### src/rtl/scalar_rf_pkg.sv
// Shared definitions for the scalar register-file writeback path.
package scalar_rf_pkg;

   localparam int unsigned REG_ADDR_W   = 5;
   localparam int unsigned NUM_REGS     = 32;
   localparam int unsigned COMMIT_CNT_W = 16;

   typedef logic [REG_ADDR_W-1:0] reg_addr_t;

   typedef enum logic [1:0] {
      IDLE,
      DRAIN,
      DONE
   } wb_state_t;

endpackage

### src/rtl/rr_arbiter.sv
// Round-robin arbiter: one-hot grant and encoded index, searching from a rotating pointer.
module rr_arbiter #(
   parameter int unsigned N     = 3,
   parameter int unsigned IDX_W = $clog2(N)
) (
   input  logic             clk,
   input  logic             rst,
   input  logic [N-1:0]     req,
   output logic [N-1:0]     gnt,
   output logic [IDX_W-1:0] gnt_idx,
   output logic             gnt_valid
);

   logic [IDX_W-1:0] ptr_q, ptr_d;
   logic [IDX_W:0]   cand;

   // Extra MSB on cand keeps ptr+k from overflowing before the modulo wrap.
   always_comb begin
      gnt       = '0;
      gnt_idx   = '0;
      gnt_valid = 1'b0;
      cand      = '0;
      for (int unsigned k = 0; k < N; k++) begin
         cand = {1'b0, ptr_q} + (IDX_W+1)'(k);
         if (cand >= (IDX_W+1)'(N)) begin
            cand = cand - (IDX_W+1)'(N);
         end
         if (!gnt_valid && !rst && req[cand[IDX_W-1:0]]) begin
            gnt[cand[IDX_W-1:0]] = 1'b1;
            gnt_idx              = cand[IDX_W-1:0];
            gnt_valid            = 1'b1;
         end
      end
   end

   always_comb begin
      ptr_d = ptr_q;
      if (gnt_valid) begin
         ptr_d = (gnt_idx == IDX_W'(N - 1)) ? '0 : gnt_idx + 1'b1;
      end
   end

   always_ff @(posedge clk or posedge rst) begin
      if (rst) begin
         ptr_q <= '0;
      end else begin
         ptr_q <= ptr_d;
      end
   end

endmodule

### src/rtl/scalar_wb_arbiter.sv
// Scalar RF writeback arbiter with pending-write scoreboard, hazard flags and drain FSM.
module scalar_wb_arbiter
   import scalar_rf_pkg::*;
#(
   parameter int unsigned WIDTH = 19,
   parameter int unsigned N_REQ = 3
) (
   input  logic                          clk,
   input  logic                          rst,
   input  logic [N_REQ-1:0]              req_valid,
   input  logic [REG_ADDR_W*N_REQ-1:0]   req_rd,
   input  logic [WIDTH*N_REQ-1:0]        req_wd,
   output logic [N_REQ-1:0]              req_ready,
   output logic                          wr_en,
   output logic [REG_ADDR_W-1:0]         wr_addr,
   output logic [WIDTH-1:0]              wr_data,
   input  logic                          claim_valid,
   input  logic [REG_ADDR_W-1:0]         claim_rd,
   output logic                          claim_ready,
   input  logic [REG_ADDR_W-1:0]         rs1,
   input  logic [REG_ADDR_W-1:0]         rs2,
   input  logic [REG_ADDR_W-1:0]         rs3,
   output logic                          haz1,
   output logic                          haz2,
   output logic                          haz3,
   input  logic                          drain_req,
   output logic                          drained,
   output logic [COMMIT_CNT_W-1:0]       commit_cnt
);

   localparam int unsigned IDX_W = $clog2(N_REQ);

   logic [IDX_W-1:0]        gnt_idx;
   logic                    gnt_valid;
   logic [REG_ADDR_W-1:0]   sel_rd;
   logic [WIDTH-1:0]        sel_wd;

   logic                    wr_en_q, wr_en_d;
   reg_addr_t               wr_addr_q, wr_addr_d;
   logic [WIDTH-1:0]        wr_data_q, wr_data_d;
   logic [NUM_REGS-1:0]     pending_q, pending_d;
   logic [COMMIT_CNT_W-1:0] commit_cnt_q, commit_cnt_d;
   wb_state_t               state_q, state_d;
   logic                    drained_q, drained_d;

   rr_arbiter #(
      .N     (N_REQ),
      .IDX_W (IDX_W)
   ) u_rr_arbiter (
      .clk       (clk),
      .rst       (rst),
      .req       (req_valid),
      .gnt       (req_ready),
      .gnt_idx   (gnt_idx),
      .gnt_valid (gnt_valid)
   );

   always_comb begin
      sel_rd = req_rd[32'(gnt_idx) * REG_ADDR_W +: REG_ADDR_W];
      sel_wd = req_wd[32'(gnt_idx) * WIDTH +: WIDTH];
   end

   assign claim_ready = claim_valid & ~pending_q[claim_rd] & (state_q == IDLE) & ~rst;

   // No bypass: the pending bit drops on the same edge the RF captures the data.
   assign haz1 = pending_q[rs1];
   assign haz2 = pending_q[rs2];
   assign haz3 = pending_q[rs3];

   always_comb begin
      wr_en_d   = gnt_valid;
      wr_addr_d = wr_addr_q;
      wr_data_d = wr_data_q;
      if (gnt_valid) begin
         wr_addr_d = sel_rd;
         wr_data_d = sel_wd;
      end
   end

   // Commit clears before claim sets, so a same-register claim is refused via the old bit.
   always_comb begin
      pending_d    = pending_q;
      commit_cnt_d = commit_cnt_q;
      if (wr_en_q) begin
         pending_d[wr_addr_q] = 1'b0;
         if (commit_cnt_q != '1) begin
            commit_cnt_d = commit_cnt_q + 1'b1;
         end
      end
      if (claim_ready) begin
         pending_d[claim_rd] = 1'b1;
      end
   end

   always_comb begin
      state_d = state_q;
      case (state_q)
         IDLE: begin
            if (drain_req) state_d = DRAIN;
         end
         DRAIN: begin
            if (pending_q == '0 && !wr_en_q && req_valid == '0) state_d = DONE;
         end
         DONE: begin
            if (!drain_req) state_d = IDLE;
         end
         default: state_d = IDLE;
      endcase
      drained_d = (state_d == DONE);
   end

   always_ff @(posedge clk or posedge rst) begin
      if (rst) begin
         wr_en_q      <= 1'b0;
         wr_addr_q    <= '0;
         wr_data_q    <= '0;
         pending_q    <= '0;
         commit_cnt_q <= '0;
         state_q      <= IDLE;
         drained_q    <= 1'b0;
      end else begin
         wr_en_q      <= wr_en_d;
         wr_addr_q    <= wr_addr_d;
         wr_data_q    <= wr_data_d;
         pending_q    <= pending_d;
         commit_cnt_q <= commit_cnt_d;
         state_q      <= state_d;
         drained_q    <= drained_d;
      end
   end

   assign wr_en      = wr_en_q;
   assign wr_addr    = wr_addr_q;
   assign wr_data    = wr_data_q;
   assign commit_cnt = commit_cnt_q;
   assign drained    = drained_q;

endmodule

### config.mk
export PLATFORM = sky130hd
export DESIGN_NAME = scalar_wb_arbiter
export DESIGN_NICKNAME = d
export VERILOG_FILES = /design/src/rtl/scalar_rf_pkg.sv /design/src/rtl/rr_arbiter.sv /design/src/rtl/scalar_wb_arbiter.sv
export SDC_FILE = /design/constraint.sdc
export NUM_CORES = 1
export LEC_CHECK = 0
export BUFFER_PORTS_ARGS = -buffer_cell sky130_fd_sc_hd__clkbuf_2
export CAP_MARGIN = 25
export CORE_ASPECT_RATIO = 0.9
export CORE_MARGIN = 2
export CORE_UTILIZATION = 49
export DETAILED_ROUTE_END_ITERATION = 8
export GPL_ROUTABILITY_DRIVEN = 1
export GPL_TIMING_DRIVEN = 0
export PLACE_DENSITY = 0.78
export SYNTH_ARGS = -nofsm -noshare
export SYNTH_HDL_FRONTEND = slang
export SYNTH_SLANG_ARGS = --single-unit
### constraint.sdc
create_clock -name clk -period 4.55 [get_ports clk]
set_clock_uncertainty 0.2 [all_clocks]
set_input_delay 0.91 -clock clk [delete_from_list [all_inputs] [get_ports clk]]
set_output_delay 0.91 -clock clk [all_outputs]
set_load 0.02 [all_outputs]
==> results by group, run 1 <==
Synth
  • Number of enable-type register cells in the synthesized netlist: 0
  • Number of instances in the synthesized netlist: 592
  • Yosys warning count: 0
  • Syn Std Cell Area: 5679 um2
  • Sequential-to-total area share from yosys stat: 34.37%
  • Net Count, Synth: 696
  • Count of different cell masters after synthesis: 57
  • Number of storage elements in the synthesis netlist: 78
  • Async SR Flop Fraction: 100.0%
  • Avg Inst Size Synth: 9.593 um2
  • Most used DFF post-synth: dfrtp_1

Status
  • Outcome: finished clean

GRT
  • Met1 demand-to-capacity share in global routing: 35.53%
  • Largest net degree at the start of global routing: 46
  • Most crowded layer after global routing: met2
  • First-pass GRT wire length: 27.41 mm
  • Antenna violations before repair: 0
  • Met3 usage: 5.740%
  • Global routing met2 resource utilization: 45.86%
  • Total GRT Usage: 27.24%
  • Total grt overflow: 0
  • Vias in the first global route: 5,651

Routing
  • Routed via count divided by cell count: 6.230
  • Detailed Routing Iterations Pass 1: 5
  • Detailed-route via count: 5,626
  • DRC violations left: 0
  • Total wirelength of the detailed-routed design: 16.79 mm
  • Wire length per cell after detailed routing: 18.59 um
  • Post-route ant nets: 0
  • Iteration-0 DRC Markers: 518

Setup path
  • Data arrival time of the worst path: 2860 ps
  • Critical Path End Type: output pin
  • Largest fanout of any net on the critical path: 10
  • Maximum cell stage delay along the critical path: 390 ps
  • Sum of buffers and inverters on the critical path: 5
  • Path type of the worst setup path: reg -> out
  • Category of cells accounting for the largest share of critical-path delay: buffers and inverters
  • Req. time, crit path: 3440 ps
  • Slowest cell on the critical path: buf_1
  • Cell-by-cell listing of the critical path: inv_1 > ha_1 > buf_2 > nand2b_1 > and3_1 > buf_2 > buf_1 > a21oi_1 > nor2_1 > o2bb2ai_1 > clkbuf_2
  • Worst Setup Start Kind: flop
  • Cell seen most often among critical-path stages: buf_2
  • R2r setup slk: 1620 ps

Layout
  • Post-layout utilization of the core: 60.48%
  • Diodes inserted: 0
  • Number of nets in the layout: 846
  • Fill cell total of the finished layout: 977
  • Fraction of final layout cells sized beyond drive strength 1: 31.46%
  • Area growth syn-to-layout: 21.28%

CTS
  • Buffer type at the clock tree root: clkbuf_16
  • Worst-Skew Late Latency: 330 ps
  • Hold buffer count at cts: 0
  • Register clock-pin slew on the reported worst setup and hold paths: 60 ps
  • Count of buffers added by post-CTS timing repair for setup: 0
  • Number of clock sinks: 78
  • Resize count post-CTS: 0
  • Maximum buffer depth of the clock tree: 2
  • Level count of the clock H-tree: 3
  • Clock buffers created by TritonCTS: 9
  • Clock tree from TritonCTS: yes

STA
  • Setup TNS: 0 ps
  • Min cycle time layout: 3970 ps
  • Number of pins with negative max-slew slack in the final report: 0
  • Slew @ Worst Pin: 869.5 ps
  • Worst slew margin relative to its limit: 41.91%
  • Final-report hold violation count: 0
  • Number of failing setup endpoints in the final timing report: 0
  • Final clock period utilization by the worst path: 87.25%
  • RSZ-0062 raised after global routing: no
  • Max Fclk: 251.9 MHz

Placement
  • Weighted congestion reported at the end of routability-driven placement: 0.9822
  • Count of buffers from port buffering: 138
  • Detailed-placement wirelength estimate: 12.94 mm

Die
  • Num rows: 37
  • I/O pin count: 148
  • Overall die area: 12,470 um2
  • Core Footprint: 11,390 um2
  • Die H: 106.1 um
  • Width of the die: 117.5 um
  • Initial cell density of the core: 49.87%

Power and ir drop
  • Worst ir drop on vdd: 0.3288 mV
  • LEAKAGE: 2.956 nW
  • Power density normalized to cell area: 611.8 nW/um2

Flow run
  • Max-cap viol count: 0

Min path
  • Class of the most critical hold timing path: reg -> reg
metrics by stage:
stage               hold slack (ps)  total power, mW  worst slack (ps)  area (um2)  instances
global route                  309.1            4.475             377.8        6888        903
floorplan                     246.8            2.764             602.1        5683        592
detailed placement            280.6            3.455             644.4        6589        887
global placement              263.3            3.350            -361.5        6569        886
CTS                           290.9            4.184             641.7        6888        903
finish                        291.4            4.214             580.3        6888        903
cells in the final DEF (no fill, tap or decap), types with 7 or more instances in the layout:
master and count:
nand2_1 48, a21boi_0 17, clkbuf_1 25, mux4_2 38, a22oi_1 18, o21ai_0 74
nand2b_1 9, xnor2_1 9, clkbuf_16 9, o211ai_2 7, nand3_1 13, nor2_1 36
mux2i_1 11, buf_2 17, clkbuf_2 138, o21ai_1 17, o211ai_1 19, nor3_1 21
dfrtp_1 78, and3_1 21, nor4_1 27
registers in the layout (all words and copies together) (netlist names):
register            flops
drained                 1
wr_data                19
wr_addr                 5
commit_cnt             16
state_q                 2
pending_q              32
u_rr_arbiter.ptr_q      2
wr_en                   1
path summary, 6_finish.rpt:
check	from	endpoint	cells past startpoint
max in group asynchronous	rst	commit_cnt[5]$_DFFE_PP0P_	3
min in group asynchronous	rst	wr_data[5]$_DFFE_PP0P_	2
hold / removal	commit_cnt[6]$_DFFE_PP0P_	commit_cnt[6]$_DFFE_PP0P_	1
hold reg to reg	commit_cnt[6]$_DFFE_PP0P_	commit_cnt[6]$_DFFE_PP0P_	1
setup / recovery	u_rr_arbiter.ptr_q[0]$_DFFE_PP0P_	req_ready[0]	11
setup reg to reg	u_rr_arbiter.ptr_q[0]$_DFFE_PP0P_	wr_addr[4]$_DFFE_PP0P_	9
area by class of cell:
type	instances	area [um2]	share of cell area, %
sequential	78	1952	28.34
clock inverter	6	70.07	1.017
timing repair buffer	139	710.7	10.32
tap	156	195.2	2.834
buffer	46	209.0	3.034
inverter	7	30.03	0.4360
clock buffer	10	229.0	3.324
multi-input combinational	461	3492	50.70
per-layer routing:
layer / vias to the layer above / share of wire [%]
li1: 2581 / -
met1: 2710 / 41
met2: 292 / 48
met3: 43 / 8.2
met4: 0 / 2.5
met5: - / 0
worst register-to-register path: stages (launching register included):
cell	delay (ps)
dfrtp_1	380
inv_1	100
ha_1	330
buf_2	200
inv_1	90
a2bb2oi_1	490
clkbuf_1	370
a21boi_0	150
nor4_1	340
o21ai_1	140
synthesized netlist by cell type, drive strengths merged (6+ instances only):
| master | number | area (um2) |
|---|---|---|
| nand3 | 13 | 65.06 |
| nor3 | 22 | 115.1 |
| a22oi | 19 | 156.4 |
| o211ai | 26 | 230.2 |
| inv | 7 | 26.27 |
| nor4 | 28 | 190.2 |
| mux2i | 11 | 110.1 |
| nand2b | 10 | 70.06 |
| nand4 | 6 | 37.54 |
| nand2 | 49 | 186.4 |
| o21ai | 91 | 455.4 |
| clkbuf | 24 | 90.09 |
| a21boi | 18 | 135.1 |
| mux4 | 38 | 855.8 |
| and3 | 21 | 131.4 |
| buf | 22 | 118.9 |
| xor2 | 6 | 52.55 |
| xnor2 | 9 | 78.83 |
| nand3b | 6 | 45.04 |
| nor2 | 36 | 135.1 |
| or3 | 6 | 37.54 |
| dfrtp | 78 | 1952 |
power breakdown:
part	total [mW]	leakage [nW]	switching [mW]	internal, mW
registers	1.36	0.946	0.375	0.986
logic	2.13	1.86	1.23	0.893
clock network	0.725	0.147	0.295	0.430
total	4.21	2.96	1.90	2.31
cell families after synthesis:
group	after synthesis	synth area share (%)
fa+ha+maj	5	1.102
simple gates	213	20.07
mux	54	18.00
flops	78	34.37
compound gates	174	20.00
buf+inv	53	4.142
xor+xnor	15	2.313
(Power assumes the default switching activity.)
==> inputs of run 2 (changes only) <==
--- a/config.mk
+++ b/config.mk
@@ -9,11 +9,11 @@
 export CAP_MARGIN = 25
 export CORE_ASPECT_RATIO = 0.9
 export CORE_MARGIN = 2
-export CORE_UTILIZATION = 49
+export CORE_UTILIZATION = 58
 export DETAILED_ROUTE_END_ITERATION = 8
 export GPL_ROUTABILITY_DRIVEN = 1
 export GPL_TIMING_DRIVEN = 0
-export PLACE_DENSITY = 0.78
+export PLACE_DENSITY = 0.86
 export SYNTH_ARGS = -nofsm -noshare
 export SYNTH_HDL_FRONTEND = slang
 export SYNTH_SLANG_ARGS = --single-unit
==> constraint.sdc (replaced) <==
create_clock -name clk -period 5.1 [get_ports clk]
set_clock_uncertainty 0.2 [all_clocks]
set_input_delay 1.02 -clock clk [delete_from_list [all_inputs] [get_ports clk]]
set_output_delay 1.02 -clock clk [all_outputs]
set_load 0.02 [all_outputs]
==> run 2 against run 1 <==
  * Sequential cell count stayed put
  * Cell count is 3.2% lower
  * Combinational power is 8% lower
  * Clock power is 30% lower
  * Wire length is 5.0% higher
  * Core utilization is 10 points higher
  * Via count is 3.9% higher
  * Final area is 1.5% lower
  * Global-route usage is 7.1 points higher
  * Non-clock buffer count is 1 higher
  * Register-to-register slack better by 310 ps
  * Sequential share of layout area is 0.44 points higher
  * Critical endpoint unchanged
  * Highest routed layer unchanged
==> results by group, run 2 (synthesis gave the netlist of run 1 again) <==
STA
  • Max Fclk: 242.2 MHz
  • Min cycle time layout: 4130 ps
  • Worst slew margin relative to its limit: 45.67% (+3.8 points)
  • Slew @ Worst Pin: 811.9 ps (-57.59 ps)
  • Number of pins with negative max-slew slack in the final report: 0 (unchanged)
  • Final-report hold violation count: 0 (unchanged)
  • Final critical-path setup slack: 970.4 ps (+390.0 ps)
  • Setup TNS: 0 ps (unchanged)
  • Number of failing setup endpoints in the final timing report: 0 (unchanged)
  • Hold Slack: 294.7 ps (+3.231 ps)
  • Final clock period utilization by the worst path: 80.97%
  • RSZ-0062 raised after global routing: no

Placement
  • Detailed-placement wirelength estimate: 13.39 mm (+3.5%)
  • Worst setup slack after placement: 1070 ps (+425.9 ps)
  • Count of placed standard cells including taps: 858 (-3.3%)
  • Weighted congestion reported at the end of routability-driven placement: 0.9063 (-7.7%)
  • Placed inst area: 6571 um2 (-0.27%)
  • Count of buffers from port buffering: 138 (unchanged)

CTS
  • Clock buffers created by TritonCTS: 9 (unchanged)
  • Resize count post-CTS: 0 (unchanged)
  • Clock tree from TritonCTS: yes
  • Hold buffer count at cts: 0 (unchanged)
  • Maximum buffer depth of the clock tree: 2 (unchanged)
  • Buffer type at the clock tree root: clkbuf_8
  • Count of buffers added by post-CTS timing repair for setup: 0 (unchanged)
  • Level count of the clock H-tree: 3 (unchanged)
  • Worst-Skew Late Latency: 360 ps (+30 ps)
  • Register clock-pin slew on the reported worst setup and hold paths: 90 ps (+30 ps)
  • Number of clock sinks: 78 (unchanged)

Die
  • Num rows: 34 (-8.1%)
  • Width of the die: 108.3 um (-7.8%)
  • I/O pin count: 148 (unchanged)
  • Initial cell density of the core: 59.07% (+9.2 points)
  • Core Footprint: 9614 um2 (-16%)
  • Die H: 97.88 um (-7.8%)
  • Overall die area: 10,600 um2 (-15%)

Power and ir drop
  • Worst ir drop on vdd: 0.2456 mV (-25%)
  • Power density normalized to cell area: 540.8 nW/um2 (-12%)
  • Total power after layout: 3.668 mW (-13%)
  • LEAKAGE: 2.922 nW (-1.1%)

Setup path
  • Maximum cell stage delay along the critical path: 400 ps (about the same)
  • Sum of buffers and inverters on the critical path: 5 (unchanged)
  • Data arrival time of the worst path: 2910 ps (+50 ps)
  • Cell seen most often among critical-path stages: buf_2
  • Largest fanout of any net on the critical path: 10 (unchanged)
  • Worst Setup Start Kind: flop
  • Path type of the worst setup path: reg -> out
  • Category of cells accounting for the largest share of critical-path delay: buffers and inverters
  • Req. time, crit path: 3880 ps (+440 ps)
  • Cell-by-cell listing of the critical path: inv_1 > ha_1 > buf_2 > nand2b_1 > and3_1 > buf_2 > buf_1 > a21oi_1 > nor2_1 > o2bb2ai_1 > clkbuf_2
  • Slowest cell on the critical path: dfrtp_1
  • Critical Path End Type: output pin

Layout
  • Post-layout utilization of the core: 70.54% (+10 points)
  • Final cell count without fillers: 874 (-3.2%)
  • Diodes inserted: 0 (unchanged)
  • Commonest cells after routing, fill and taps aside: clkbuf_2, dfrtp_1, o21ai_0
  • Commonest non-fill, non-tap cell in the layout: clkbuf_2
  • Fraction of final layout cells sized beyond drive strength 1: 31.68% (+0.23 points)
  • Number of nets in the layout: 847 (+0.12%)
  • Fill cell total of the finished layout: 756 (-23%)
  • Max FFs per register: 32 (unchanged)
  • Register with the most flip-flops: pending_q
  • Cell area after layout: 6782 um2 (-1.5%)
  • Area growth syn-to-layout: 19.41%

GRT
  • Total GRT Usage: 34.32% (+7.1 points)
  • First-pass GRT wire length: 28.43 mm (+3.8%)
  • Vias in the first global route: 5,832 (+3.2%)
  • Total grt overflow: 0 (unchanged)
  • Largest net degree at the start of global routing: 39 (-15%)
  • Antenna violations before repair: 0 (unchanged)

Routing
  • DRC violations left: 0 (unchanged)
  • Total wirelength of the detailed-routed design: 17.64 mm (+5.0%)
  • Iteration-0 DRC Markers: 513 (-0.97%)
  • Routed via count divided by cell count: 6.685 (+7.3%)
  • Post-route ant nets: 0 (unchanged)
  • Detailed Routing Iterations Pass 1: 5 (unchanged)
  • Wire length per cell after detailed routing: 20.18 um (+8.5%)
  • Detailed-route via count: 5,843 (+3.9%)

Min path
  • Class of the most critical hold timing path: reg -> reg

Flow run
  • Max-cap viol count: 0 (unchanged)

Status
  • Outcome: finished clean
-- run 2: final cells by class --
type                            instances  area (um2)  area share, %
Sequential cell                        78        1952          28.78
Clock inverter                          7       86.33          1.273
Buffer                                 46       209.0          3.081
Clock buffer                            9       123.9          1.827
Multi-Input combinational cell        461        3492          51.49
Tap cell                              126       157.7          2.325
Timing Repair Buffer                  140       730.7          10.77
Inverter                                7       30.03         0.4428
-- run 2: power breakdown --
group / internal [mW] / leakage (nW) / switching [mW] / total, mW
logic: 0.800 / 1.87 / 1.15 / 1.95
registers: 0.878 / 0.946 / 0.329 / 1.21
clock network: 0.237 / 0.104 / 0.269 / 0.506
total: 1.91 / 2.92 / 1.75 / 3.67
-- run 2: metal layers --
metal	up-vias	GRT usage (%)	share of wire [%]
met5	-	0	0
met4	0	14.89	3.6
met3	58	8.077	10
met2	385	56.22	48
met1	2817	43.60	38
li1	2583	-	-
-- run 2: final timing paths --
| path | depth (start not counted) | startpoint | endpoint | slack, ps |
|---|---|---|---|---|
| max | 11 | u_rr_arbiter.ptr_q[0]$_DFFE_PP0P_ | req_ready[0] | 970 |
| min in group asynchronous | 2 | rst | wr_data[7]$_DFFE_PP0P_ | 530 |
| max reg2reg | 9 | u_rr_arbiter.ptr_q[0]$_DFFE_PP0P_ | wr_addr[2]$_DFFE_PP0P_ | 1930 |
| max in group asynchronous | 4 | rst | pending_q[15]$_DFF_PP0_ | 3400 |
| min reg2reg | 1 | state_q[1]$_DFF_PP0_ | state_q[0]$_DFF_PP0_ | 290 |
| min | 1 | state_q[1]$_DFF_PP0_ | state_q[0]$_DFF_PP0_ | 290 |
==> inputs of run 3 (changes only) <==
--- a/config.mk
+++ b/config.mk
@@ -9,11 +9,11 @@
 export CAP_MARGIN = 25
 export CORE_ASPECT_RATIO = 0.9
 export CORE_MARGIN = 2
-export CORE_UTILIZATION = 58
+export CORE_UTILIZATION = 54
 export DETAILED_ROUTE_END_ITERATION = 8
 export GPL_ROUTABILITY_DRIVEN = 1
 export GPL_TIMING_DRIVEN = 0
-export PLACE_DENSITY = 0.86
+export PLACE_DENSITY = 0.81
 export SYNTH_ARGS = -nofsm -noshare
 export SYNTH_HDL_FRONTEND = slang
 export SYNTH_SLANG_ARGS = --single-unit
==> constraint.sdc (replaced) <==
create_clock -name clk -period 4.1 [get_ports clk]
set_clock_uncertainty 0.2 [all_clocks]
set_input_delay 0.82 -clock clk [delete_from_list [all_inputs] [get_ports clk]]
set_output_delay 0.82 -clock clk [all_outputs]
set_load 0.02 [all_outputs]
==> run 3 against run 2 <==
  * Non-clock buffer count stayed put
  * Wire length down 2.5%
  * Core utilization shrank 3.2 points
  * Clock-buffer cell count up 1
  * Setup slack got worse by 750 ps
  * Critical path type unchanged
  * Critical endpoint unchanged
  * Largest power group unchanged
==> results by group, run 3 (synthesis gave the netlist of run 1 again) <==
Status
  • Outcome: finished clean

Setup path
  • Worst reg2reg path startpoint: u_rr_arbiter.ptr_q[0]$_DFFE_PP0P_
  • Instance count on the critical path: 11 (unchanged)
  • Path type of the worst setup path: reg -> out
  • R2r setup slk: 1110 ps (-820 ps)
  • Capturing point of the worst reg2reg path: wr_addr[0]$_DFFE_PP0P_
  • Maximum cell stage delay along the critical path: 400 ps (about the same)
  • Critical Path End Type: output pin
  • Worst Setup Start Kind: flop
  • R2R depth: 9 (unchanged)
  • Sum of buffers and inverters on the critical path: 5 (unchanged)
  • Data arrival time of the worst path: 2860 ps (-50 ps)
  • Cell seen most often among critical-path stages: buf_2
  • Slowest cell on the critical path: buf_1
  • Req. time, crit path: 3080 ps (-800 ps)
  • Largest fanout of any net on the critical path: 10 (unchanged)
  • Category of cells accounting for the largest share of critical-path delay: buffers and inverters
  • Cell-by-cell listing of the critical path: inv_1 > ha_1 > buf_2 > nand2b_1 > and3_1 > buf_2 > buf_1 > a21oi_1 > nor2_1 > o2bb2ai_1 > clkbuf_2
  • CP startpoint: u_rr_arbiter.ptr_q[0]$_DFFE_PP0P_

Routing
  • Routed via count divided by cell count: 6.526 (-2.4%)
  • Detailed-route via count: 5,723 (-2.1%)
  • Wire length per cell after detailed routing: 19.61 um (-2.8%)
  • Total wirelength of the detailed-routed design: 17.19 mm (-2.5%)
  • DRC violations left: 0 (unchanged)
  • Post-route ant nets: 0 (unchanged)
  • Iteration-0 DRC Markers: 454 (-12%)
  • Detailed Routing Iterations Pass 1: 5 (unchanged)

GRT
  • Total GRT Usage: 30.72% (-3.6 points)
  • Antenna violations before repair: 0 (unchanged)
  • Largest net degree at the start of global routing: 39 (unchanged)
  • Total grt overflow: 0 (unchanged)
  • Vias in the first global route: 5,583 (-4.3%)
  • First-pass GRT wire length: 27.73 mm (-2.5%)

STA
  • Final-report hold violation count: 0 (unchanged)
  • Slew @ Worst Pin: 766.2 ps (-45.72 ps)
  • Max Fclk: 257.9 MHz
  • RSZ-0062 raised after global routing: no
  • Final clock period utilization by the worst path: 94.55%
  • Number of failing setup endpoints in the final timing report: 0 (unchanged)
  • Worst slew margin relative to its limit: 48.73% (+3.1 points)
  • Number of pins with negative max-slew slack in the final report: 0 (unchanged)
  • Min cycle time layout: 3877 ps

CTS
  • Maximum buffer depth of the clock tree: 2 (unchanged)
  • Register clock-pin slew on the reported worst setup and hold paths: 60 ps (-30 ps)
  • Number of clock sinks: 78 (unchanged)
  • Clock tree from TritonCTS: yes
  • Hold buffer count at cts: 0 (unchanged)
  • Clock buffers created by TritonCTS: 9 (unchanged)
  • Resize count post-CTS: 0 (unchanged)
  • Buffer type at the clock tree root: clkbuf_16
  • Count of buffers added by post-CTS timing repair for setup: 0 (unchanged)
  • Level count of the clock H-tree: 3 (unchanged)
  • Worst-Skew Late Latency: 330 ps (-30 ps)

Min path
  • Cell depth of the worst hold path: 1 (unchanged)
  • Class of the most critical hold timing path: reg -> reg
  • End point of the worst hold path: state_q[0]$_DFF_PP0_
  • Origin of the worst min-delay path: state_q[1]$_DFF_PP0_

Placement
  • Weighted congestion reported at the end of routability-driven placement: 0.9049 (-0.15%)
  • Count of buffers from port buffering: 138 (unchanged)
  • Detailed-placement wirelength estimate: 13.02 mm (-2.7%)
  • Placed inst area: 6575 um2 (about the same)
  • Count of placed standard cells including taps: 861 (+0.35%)

Layout
  • Fraction of final layout cells sized beyond drive strength 1: 31.55% (-0.13 points)
  • Max FFs per register: 32 (unchanged)
  • Commonest cells after routing, fill and taps aside: clkbuf_2, dfrtp_1, o21ai_0
  • Register with the most flip-flops: pending_q
  • Area growth syn-to-layout: 21.46%
  • Number of nets in the layout: 847 (unchanged)
  • Final cell count without fillers: 877 (+0.34%)
  • Area used by multi-input combinational logic: 3492 um2 (unchanged)
  • Commonest non-fill, non-tap cell in the layout: clkbuf_2
  • Fill cell total of the finished layout: 842 (+11%)
  • Seq. cell area: 1952 um2 (unchanged)
  • Diodes inserted: 0 (unchanged)
  • Cell area after layout: 6898 um2 (+1.7%)

Die
  • Width of the die: 112.1 um (+3.5%)
  • Initial cell density of the core: 55.42% (-3.6 points)
  • Num rows: 35 (+2.9%)
  • Core Footprint: 10,250 um2 (+6.6%)
  • I/O pin count: 148 (unchanged)
  • Die H: 101.3 um (+3.5%)
  • Overall die area: 11,350 um2 (+7.1%)

Power and ir drop
  • Power density normalized to cell area: 693.2 nW/um2 (+28%)
  • Total power after layout: 4.782 mW (+30%)
  • Worst ir drop on vdd: 0.3250 mV (+32%)
  • LEAKAGE: 2.971 nW (+1.7%)

Flow run
  • Max-cap viol count: 0 (unchanged)
[run 3: cell types whose count changed in the layout (fill, tap and decap cells not counted), sizes merged]
cell,before,now
inv,10,7
bufinv,1,2
clkbuf,171,172
clkinv,1,2
[run 3: area by class of cell]
type | instances | area share (%)
plain buffers | 46 | 3.029
clock buffers | 10 | 3.319
clock inverters | 6 | 1.360
inverters | 7 | 0.4353
multi-input cells | 461 | 50.63
flip-flops and latches | 78 | 28.30
well taps | 129 | 2.340
repair buffers | 140 | 10.59
[run 3: worst max path at each step]
stage	to
final	req_ready[0]
after global routing	req_ready[0]
after CTS	req_ready[0]
after detailed placement	claim_ready
after global placement	claim_ready
after floorplan	claim_ready
[run 3: worst reg2reg max path: cells and delay by family (launching register included)]
family	cells	cell delay (ps)
fa+ha+maj	1	320
mux	1	320
flops	1	380
simple gates	1	210
buf+inv	4	690
compound gates	2	740
[run 3: power breakdown]
part	leakage (nW)	internal, mW	switching, mW	total [mW]
clock	0.153	0.538	0.335	0.873
sequential	0.946	1.09	0.403	1.50
combinational	1.87	0.993	1.42	2.41
[run 3: through the flow]
step                setup TNS, ps  setup slack [ps]  hold slack [ps]  utilization (%)
floorplan                       0             332.1            246.8                -
global placement            -9740            -670.0            264.1            63.77
detailed placement              0             480.3            272.5            64.16
CTS                             0             270.6            280.8            67.31
global route                    0             9.899            310.2            67.31
finish                          0             223.3            281.0            67.31
[run 3: per-layer routing]
layer  vias to the layer above  global-route usage, %  routed length (um)
met5                         -                      0                   0
met4                         0                  10.32                 380
met3                        41                  5.925                1757
met2                       365                  52.73                8359
met1                      2731                  39.74                6696
li1                       2586                      -                   -
